==> src/rtl/sub_serial16_pkg.sv <==
// Shared types and helpers for the nibble-serial borrow-lookahead subtractor.
package sub_pkg;

    typedef enum logic [1:0] {
        IDLE = 2'd0,
        RUN  = 2'd1,
        DONE = 2'd2
    } state_t;

    localparam int NIB = 4;

    // Two's-complement overflow of a - b: operands differ in sign and the
    // result sign differs from the minuend sign.
    function automatic logic calc_ovf(input logic a_msb, input logic b_msb, input logic d_msb);
        return (a_msb != b_msb) && (d_msb != a_msb);
    endfunction

endpackage

==> src/rtl/sub_serial16_if.sv <==
// Handshake and operand/result bundle for sub_serial16.
interface sub_serial16_if #(
    parameter int WIDTH = 16
) ();
    logic             start;
    logic [WIDTH-1:0] a;
    logic [WIDTH-1:0] b;
    logic             bin;
    logic             busy;
    logic             done;
    logic [WIDTH-1:0] d;
    logic             bout;
    logic             ovf;

    modport master (
        output start, a, b, bin,
        input  busy, done, d, bout, ovf
    );

    modport slave (
        input  start, a, b, bin,
        output busy, done, d, bout, ovf
    );
endinterface

==> src/rtl/sub_serial16_bla4.sv <==
// Combinational 4-bit borrow-lookahead slice: diff = x - y - bi.
// Every internal borrow is written in flat two-level form from the
// generate/propagate terms so no borrow ripples through the slice.
module bla4 (
    input  logic [3:0] x,
    input  logic [3:0] y,
    input  logic       bi,
    output logic [3:0] diff,
    output logic       bo
);
    logic [3:0] w_g;
    logic [3:0] w_p;
    logic [3:0] w_br;

    assign w_g = ~x & y;
    assign w_p = ~(x ^ y);

    assign w_br[0] = bi;
    assign w_br[1] = w_g[0] | (w_p[0] & bi);
    assign w_br[2] = w_g[1] | (w_p[1] & w_g[0]) | (w_p[1] & w_p[0] & bi);
    assign w_br[3] = w_g[2] | (w_p[2] & w_g[1]) | (w_p[2] & w_p[1] & w_g[0])
                   | (w_p[2] & w_p[1] & w_p[0] & bi);
    assign bo      = w_g[3] | (w_p[3] & w_g[2]) | (w_p[3] & w_p[2] & w_g[1])
                   | (w_p[3] & w_p[2] & w_p[1] & w_g[0])
                   | (w_p[3] & w_p[2] & w_p[1] & w_p[0] & bi);

    assign diff = x ^ y ^ w_br;
endmodule

==> src/rtl/sub_serial16.sv <==
// Nibble-serial subtractor: d = a - b - bin, one 4-bit slice per clock.
// WIDTH must be a multiple of 4 and at least 8. Operands are shifted right
// through the single bla4 slice; result nibbles shift in from the top, so
// after N RUN edges the working register holds the full difference.
module sub_serial16
    import sub_pkg::*;
#(
    parameter int WIDTH = 16
) (
    input  logic           clk,
    input  logic           rst,
    sub_serial16_if.slave  bus
);
    localparam int N     = WIDTH / NIB;
    localparam int CNT_W = (N > 1) ? $clog2(N) : 1;
    localparam logic [CNT_W-1:0] LAST = CNT_W'(N - 1);

    state_t           r_state;
    state_t           w_next;
    logic [CNT_W-1:0] r_cnt;
    logic [WIDTH-1:0] r_a;
    logic [WIDTH-1:0] r_b;
    logic [WIDTH-1:0] r_wd;
    logic             r_br;
    logic             r_a_msb;
    logic             r_b_msb;
    logic [WIDTH-1:0] r_d;
    logic             r_bout;
    logic             r_ovf;

    logic [NIB-1:0]   w_diff;
    logic             w_bo;
    logic             w_accept;
    logic             w_last;
    logic [WIDTH-1:0] w_wd_next;

    bla4 u_bla4 (
        .x    (r_a[NIB-1:0]),
        .y    (r_b[NIB-1:0]),
        .bi   (r_br),
        .diff (w_diff),
        .bo   (w_bo)
    );

    assign w_accept  = bus.start && (r_state != RUN);
    assign w_last    = (r_state == RUN) && (r_cnt == LAST);
    assign w_wd_next = {w_diff, r_wd[WIDTH-1:NIB]};

    // State register.
    always_ff @(posedge clk) begin
        if (rst) begin
            r_state <= IDLE;
        end else begin
            r_state <= w_next;
        end
    end

    // Next-state logic; a start in DONE chains straight into the next RUN.
    always_comb begin
        w_next = r_state;
        case (r_state)
            IDLE:    if (bus.start) w_next = RUN;
            RUN:     if (r_cnt == LAST) w_next = DONE;
            DONE:    w_next = bus.start ? RUN : IDLE;
            default: w_next = IDLE;
        endcase
    end

    // Working datapath: capture on accept, one nibble per RUN edge.
    always_ff @(posedge clk) begin
        if (rst) begin
            r_cnt   <= '0;
            r_a     <= '0;
            r_b     <= '0;
            r_wd    <= '0;
            r_br    <= 1'b0;
            r_a_msb <= 1'b0;
            r_b_msb <= 1'b0;
        end else if (w_accept) begin
            r_cnt   <= '0;
            r_a     <= bus.a;
            r_b     <= bus.b;
            r_br    <= bus.bin;
            r_a_msb <= bus.a[WIDTH-1];
            r_b_msb <= bus.b[WIDTH-1];
        end else if (r_state == RUN) begin
            r_cnt <= r_cnt + 1'b1;
            r_a   <= r_a >> NIB;
            r_b   <= r_b >> NIB;
            r_wd  <= w_wd_next;
            r_br  <= w_bo;
        end
    end

    // Output registers: updated only on the final RUN edge, held otherwise.
    always_ff @(posedge clk) begin
        if (rst) begin
            r_d    <= '0;
            r_bout <= 1'b0;
            r_ovf  <= 1'b0;
        end else if (w_last) begin
            r_d    <= w_wd_next;
            r_bout <= w_bo;
            r_ovf  <= calc_ovf(r_a_msb, r_b_msb, w_diff[NIB-1]);
        end
    end

    assign bus.busy = (r_state == RUN);
    assign bus.done = (r_state == DONE);
    assign bus.d    = r_d;
    assign bus.bout = r_bout;
    assign bus.ovf  = r_ovf;
endmodule
==> src/flat_wrapper.sv <==
// flat-port wrapper written by rule: the top's interface ports become plain ports
module sub_serial16_flat import sub_pkg::*;
#(
    parameter int WIDTH = 16
)
  (clk, rst, bus_start, bus_a, bus_b, bus_bin, bus_busy, bus_done, bus_d, bus_bout, bus_ovf);
  sub_serial16_if #(.WIDTH(WIDTH)) bus_i ();
  input  logic clk;
  input  logic rst;
  input wire logic [$bits(bus_i.start)-1:0] bus_start;
  input wire logic [$bits(bus_i.a)-1:0] bus_a;
  input wire logic [$bits(bus_i.b)-1:0] bus_b;
  input wire logic [$bits(bus_i.bin)-1:0] bus_bin;
  output wire logic [$bits(bus_i.busy)-1:0] bus_busy;
  output wire logic [$bits(bus_i.done)-1:0] bus_done;
  output wire logic [$bits(bus_i.d)-1:0] bus_d;
  output wire logic [$bits(bus_i.bout)-1:0] bus_bout;
  output wire logic [$bits(bus_i.ovf)-1:0] bus_ovf;
  assign bus_i.start = bus_start;
  assign bus_i.a = bus_a;
  assign bus_i.b = bus_b;
  assign bus_i.bin = bus_bin;
  assign bus_busy = bus_i.busy;
  assign bus_done = bus_i.done;
  assign bus_d = bus_i.d;
  assign bus_bout = bus_i.bout;
  assign bus_ovf = bus_i.ovf;
  sub_serial16 #(.WIDTH(WIDTH)) u_core (.clk(clk), .rst(rst), .bus(bus_i));
endmodule
==> config.mk <==
export PLATFORM = sky130hd
export DESIGN_NAME = sub_serial16_flat
export DESIGN_NICKNAME = d
export VERILOG_FILES = /design/src/rtl/sub_serial16_pkg.sv /design/src/rtl/sub_serial16_if.sv /design/src/rtl/sub_serial16_bla4.sv /design/src/rtl/sub_serial16.sv /design/src/flat_wrapper.sv
export SDC_FILE = /design/constraint.sdc
export NUM_CORES = 1
export LEC_CHECK = 0
export CORE_MARGIN = 8
export CORE_UTILIZATION = 46
export CTS_CLUSTER_SIZE = 20
export DETAILED_ROUTE_END_ITERATION = 16
export GPL_TIMING_DRIVEN = 0
export PLACE_DENSITY = 0.75
export SETUP_SLACK_MARGIN = 0.1
export SYNTH_ARGS = -nofsm -noshare
export SYNTH_HDL_FRONTEND = slang
export SYNTH_SLANG_ARGS = --single-unit
==> constraint.sdc <==
create_clock -name clk -period 1.47 [get_ports clk]
set_input_delay 0.147 -clock clk [delete_from_list [all_inputs] [get_ports clk]]
set_output_delay 0.147 -clock clk [all_outputs]
set_load 0.1 [all_outputs]
==> flow_summary_export.csv <==
group,metric,value,unit
timing,finalWorstSetupSlack,-0.0464,ns
timing,hold_viol,0,
power_and_ir_drop,p_per_area,1100,mW/mm^2
cells_and_area,utilization,62.0,%
critical_path,worstRegToRegCells,6,
min_path,whs_path_depth,4,
critical_path,crit_slowest_cell,"dfxtp_1",
logic_synthesis,synth-seq-cells,69,
timing,worst_pin_slew,0.568,ns
cells_and_area,num_antenna_cells,0,
critical_path,worst_setup_path_start_kind,"flip-flop",
routing,wire_per_inst,15.4,um
timing,period_share,103,%
logic_synthesis,syn_inst,321,
logic_synthesis,synth_nets,363,
power_and_ir_drop,ir_drop,0.629,mV
cells_and_area,final_common_cell,"dfxtp_1",
min_path,hold_end,"u_core.r_br",
critical_path,worstPathMaxFanout,3,
floorplanning,start_util,46.7,%
critical_path,endpoint_kind,"flip-flop",
logic_synthesis,yosysWarnings,0,
floorplanning,io_pins,56,
cts,postCtsHoldBufs,0,
logic_synthesis,avgSynthCellArea,9.14,um^2
timing,skew,0.0108,ns
cts,cts.sinks,69,
critical_path,slowest_delay,0.34,ns
grt,antenna_found_initial,0,
critical_path,crit_type,"reg2reg",
critical_path,r2r-end,"u_core.bus.ovf",
cts,cts_buffers,9,
routing,drt_wl_total,7.39,mm
routing,first_pass_iters,5,
cts,cts_htree_levels,3,
critical_path,cp.arrival,1.76,ns
placement,hpwlAfterDp,5.23,mm
cts,cts_root_buf,"clkbuf_8",
floorplanning,rows,29,
timing,min_period,1.52,ns
logic_synthesis,netlist_area,0.00293,mm^2
critical_path,cp.required,1.72,ns
critical_path,path_delay_family,"simple AND/OR/NAND/NOR gates",
cells_and_area,area_growth_syn_to_layout,32.7,%
routing,ant_nets,0,
timing,rsz0062_at_grt,"true",
outcome,run_status,"complete, but fails checks",
cells_and_area,fin_nets,440,
grt,grt_max_degree,14,
critical_path,r2r_slack,-0.05,ns
floorplanning,die_x,95.9,um
routing,drc,0,
outcome,violations,"setup timing",
grt,grt_pass1_wl,12.0,mm
job,drv_cap,0,
placement,gp_congestion,0.815,
min_path,hp-start,"bus_start",
routing,drtIter0Drc,118,
timing,fmax,659,MHz
logic_synthesis,synth_top_cell_by_area,"dfxtp_1",
cts,clk_latency,0.35,ns
floorplanning,die-area,0.00919,mm^2
grt,gr-usage-all-layers,16.9,%
min_path,hp-class,"in2reg",
power_and_ir_drop,p_leak,0.00162,uW
routing,vias,2505,
timing,finalSetupViolCount,1,
grt,overflow,0,
logic_synthesis,yosysSeqAreaShare,47.1,%
floorplanning,die_h,95.9,um
placement,port-buffer-count,53,
floorplanning,coreArea,0.00628,mm^2
cts,cts_tree,"yes",
cells_and_area,drive_above_1_share,25.6,%
cts,cts.clk_slew.worst_paths,0.08,ns
grt,grt_pass1_vias,2509,
cts,cts_max_path_buffers,2,
timing,slew-limit-headroom,62.1,%
critical_path,crit_path_cell_trace,"inv_1 > ha_1 > nor2_1 > o21ai_2 > and3_4 > o211a_1",
routing,viasPerCell,5.22,
critical_path,worst-path-buf-inv,1,
logic_synthesis,synth_area_leaders,"dfxtp_1, mux2i_1, a211oi_1, nand2_1, nor2_1",
cells_and_area,layout_common_cells,"dfxtp_1, nand2_1, nor2_1",
logic_synthesis,ys_types,30,
logic_synthesis,synth_top_area_share,47.1,%
timing,worst_hold_slack,0.259,ns
timing,drv_slew,0,
critical_path,reg2reg_from,"u_core.r_a[3]",
-- worst max-delay path by stage --
stage | from | end | cells past startpoint | slack, ns
finish | u_core.r_a[3] | u_core.bus.ovf | 6 | -0.05
CTS | u_core.r_b[0] | u_core.r_br | 5 | 0.03
global route | u_core.r_a[3] | u_core.bus.ovf | 6 | -0.08
detailed placement | u_core.r_state[0] | bus_busy | 5 | -0.72
global placement | u_core.r_state[0] | bus_busy | 5 | -0.70
floorplan | u_core.r_a[0] | u_core.bus.ovf | 6 | 0.10
-- report_power, final --
part	total (uW)	internal (uW)	switching, uW	leakage (uW)
sequential	2050	1980	76.2	0.000568
clock	1430	666	766	0.0000853
combinational	814	417	397	0.000965
total	4300	3060	1240	0.00162
-- Yosys cell counts --
library cell,number
dfxtp_1,69
nand2_1,49
nor2_1,48
mux2i_1,32
a211oi_1,27
a21oi_1,27
buf_4,11
clkbuf_1,8
a211oi_2,7
inv_1,6
buf_2,5
ha_1,5
a21o_1,3
and3b_1,2
buf_6,2
nand2b_1,2
nand3_1,2
nor2b_1,2
o21ai_1,2
xnor2_1,2
a21oi_2,1
and3_4,1
fa_1,1
inv_4,1
nand2_4,1
nand3b_1,1
nand4_1,1
nand4b_1,1
o211a_1,1
o21ai_0,1
-- state kept, by name, summed over array words and instances (netlist names) --
signal           flops
u_core.r_a_msb       1
u_core.r_a          16
u_core.r_wd         12
u_core.r_br          1
u_core.bus.ovf       1
u_core.bus.bout      1
u_core.r_state       2
u_core.bus.d        16
u_core.r_b_msb       1
u_core.r_b          16
u_core.r_cnt         2
-- per-layer routing --
metal  global-route usage [%]  vias to the layer above  wire length [um]
met1                     21.4                     1152              3320
li1                         -                     1258                 -
met5                        0                        -                 0
met3                     4.68                       10               538
met2                     26.5                       85              3420
met4                     7.04                        0               121
-- stage by stage --
stage	cell area [um^2]	worst slack (ns)	total power, uW	setup TNS (ns)	instances
final	3890	-0.0464	4300	-0.0464	480
after detailed placement	3590	-0.725	2760	-3.34	451
after global placement	3590	-0.704	2740	-3.17	451
after CTS	3820	0.0297	4250	0	474
after floorplan	2960	0.105	2540	0	321
after global routing	3890	-0.0765	4500	-0.152	480
-- worst min-delay path: cells and delay by family --
family / cells / cell delay (ns)
buffers and inverters: 1 / 0.12
AO/OA/AOI/OAI: 2 / 0.22
AND/OR/NAND/NOR: 1 / 0.06
-- cells by family (layout without fill, tap and decap cells) --
kind of cell / Yosys count / in the layout / share of synthesized area (%)
flip-flops: 69 / 69 / 47.1
buffers and inverters: 33 / 115 / 6.44
multiplexers: 32 / 32 / 10.9
AO/OA/AOI/OAI: 69 / 69 / 16.4
adder cells (fa/ha/maj): 6 / 6 / 2.81
AND/OR/NAND/NOR: 110 / 110 / 15.7
XOR/XNOR: 2 / 2 / 0.597
-- what timing repair did --
item	4_1_cts	5_1_grt
endpoints found under the setup margin	35	24
pin swaps	11	12
gates resized for setup	124	11
buffers inserted	7	6
-- layout make-up --
type | count | area [um^2]
Buffer | 26 | 176
Clock buffer | 10 | 138
Clock inverter | 6 | 45.0
Fill cell | 569 | 2380
Inverter | 7 | 33.8
Multi-Input combinational cell | 219 | 1460
Sequential cell | 69 | 1400
Tap cell | 77 | 96.3
Timing Repair Buffer | 66 | 546
(Power assumes the default switching activity.)
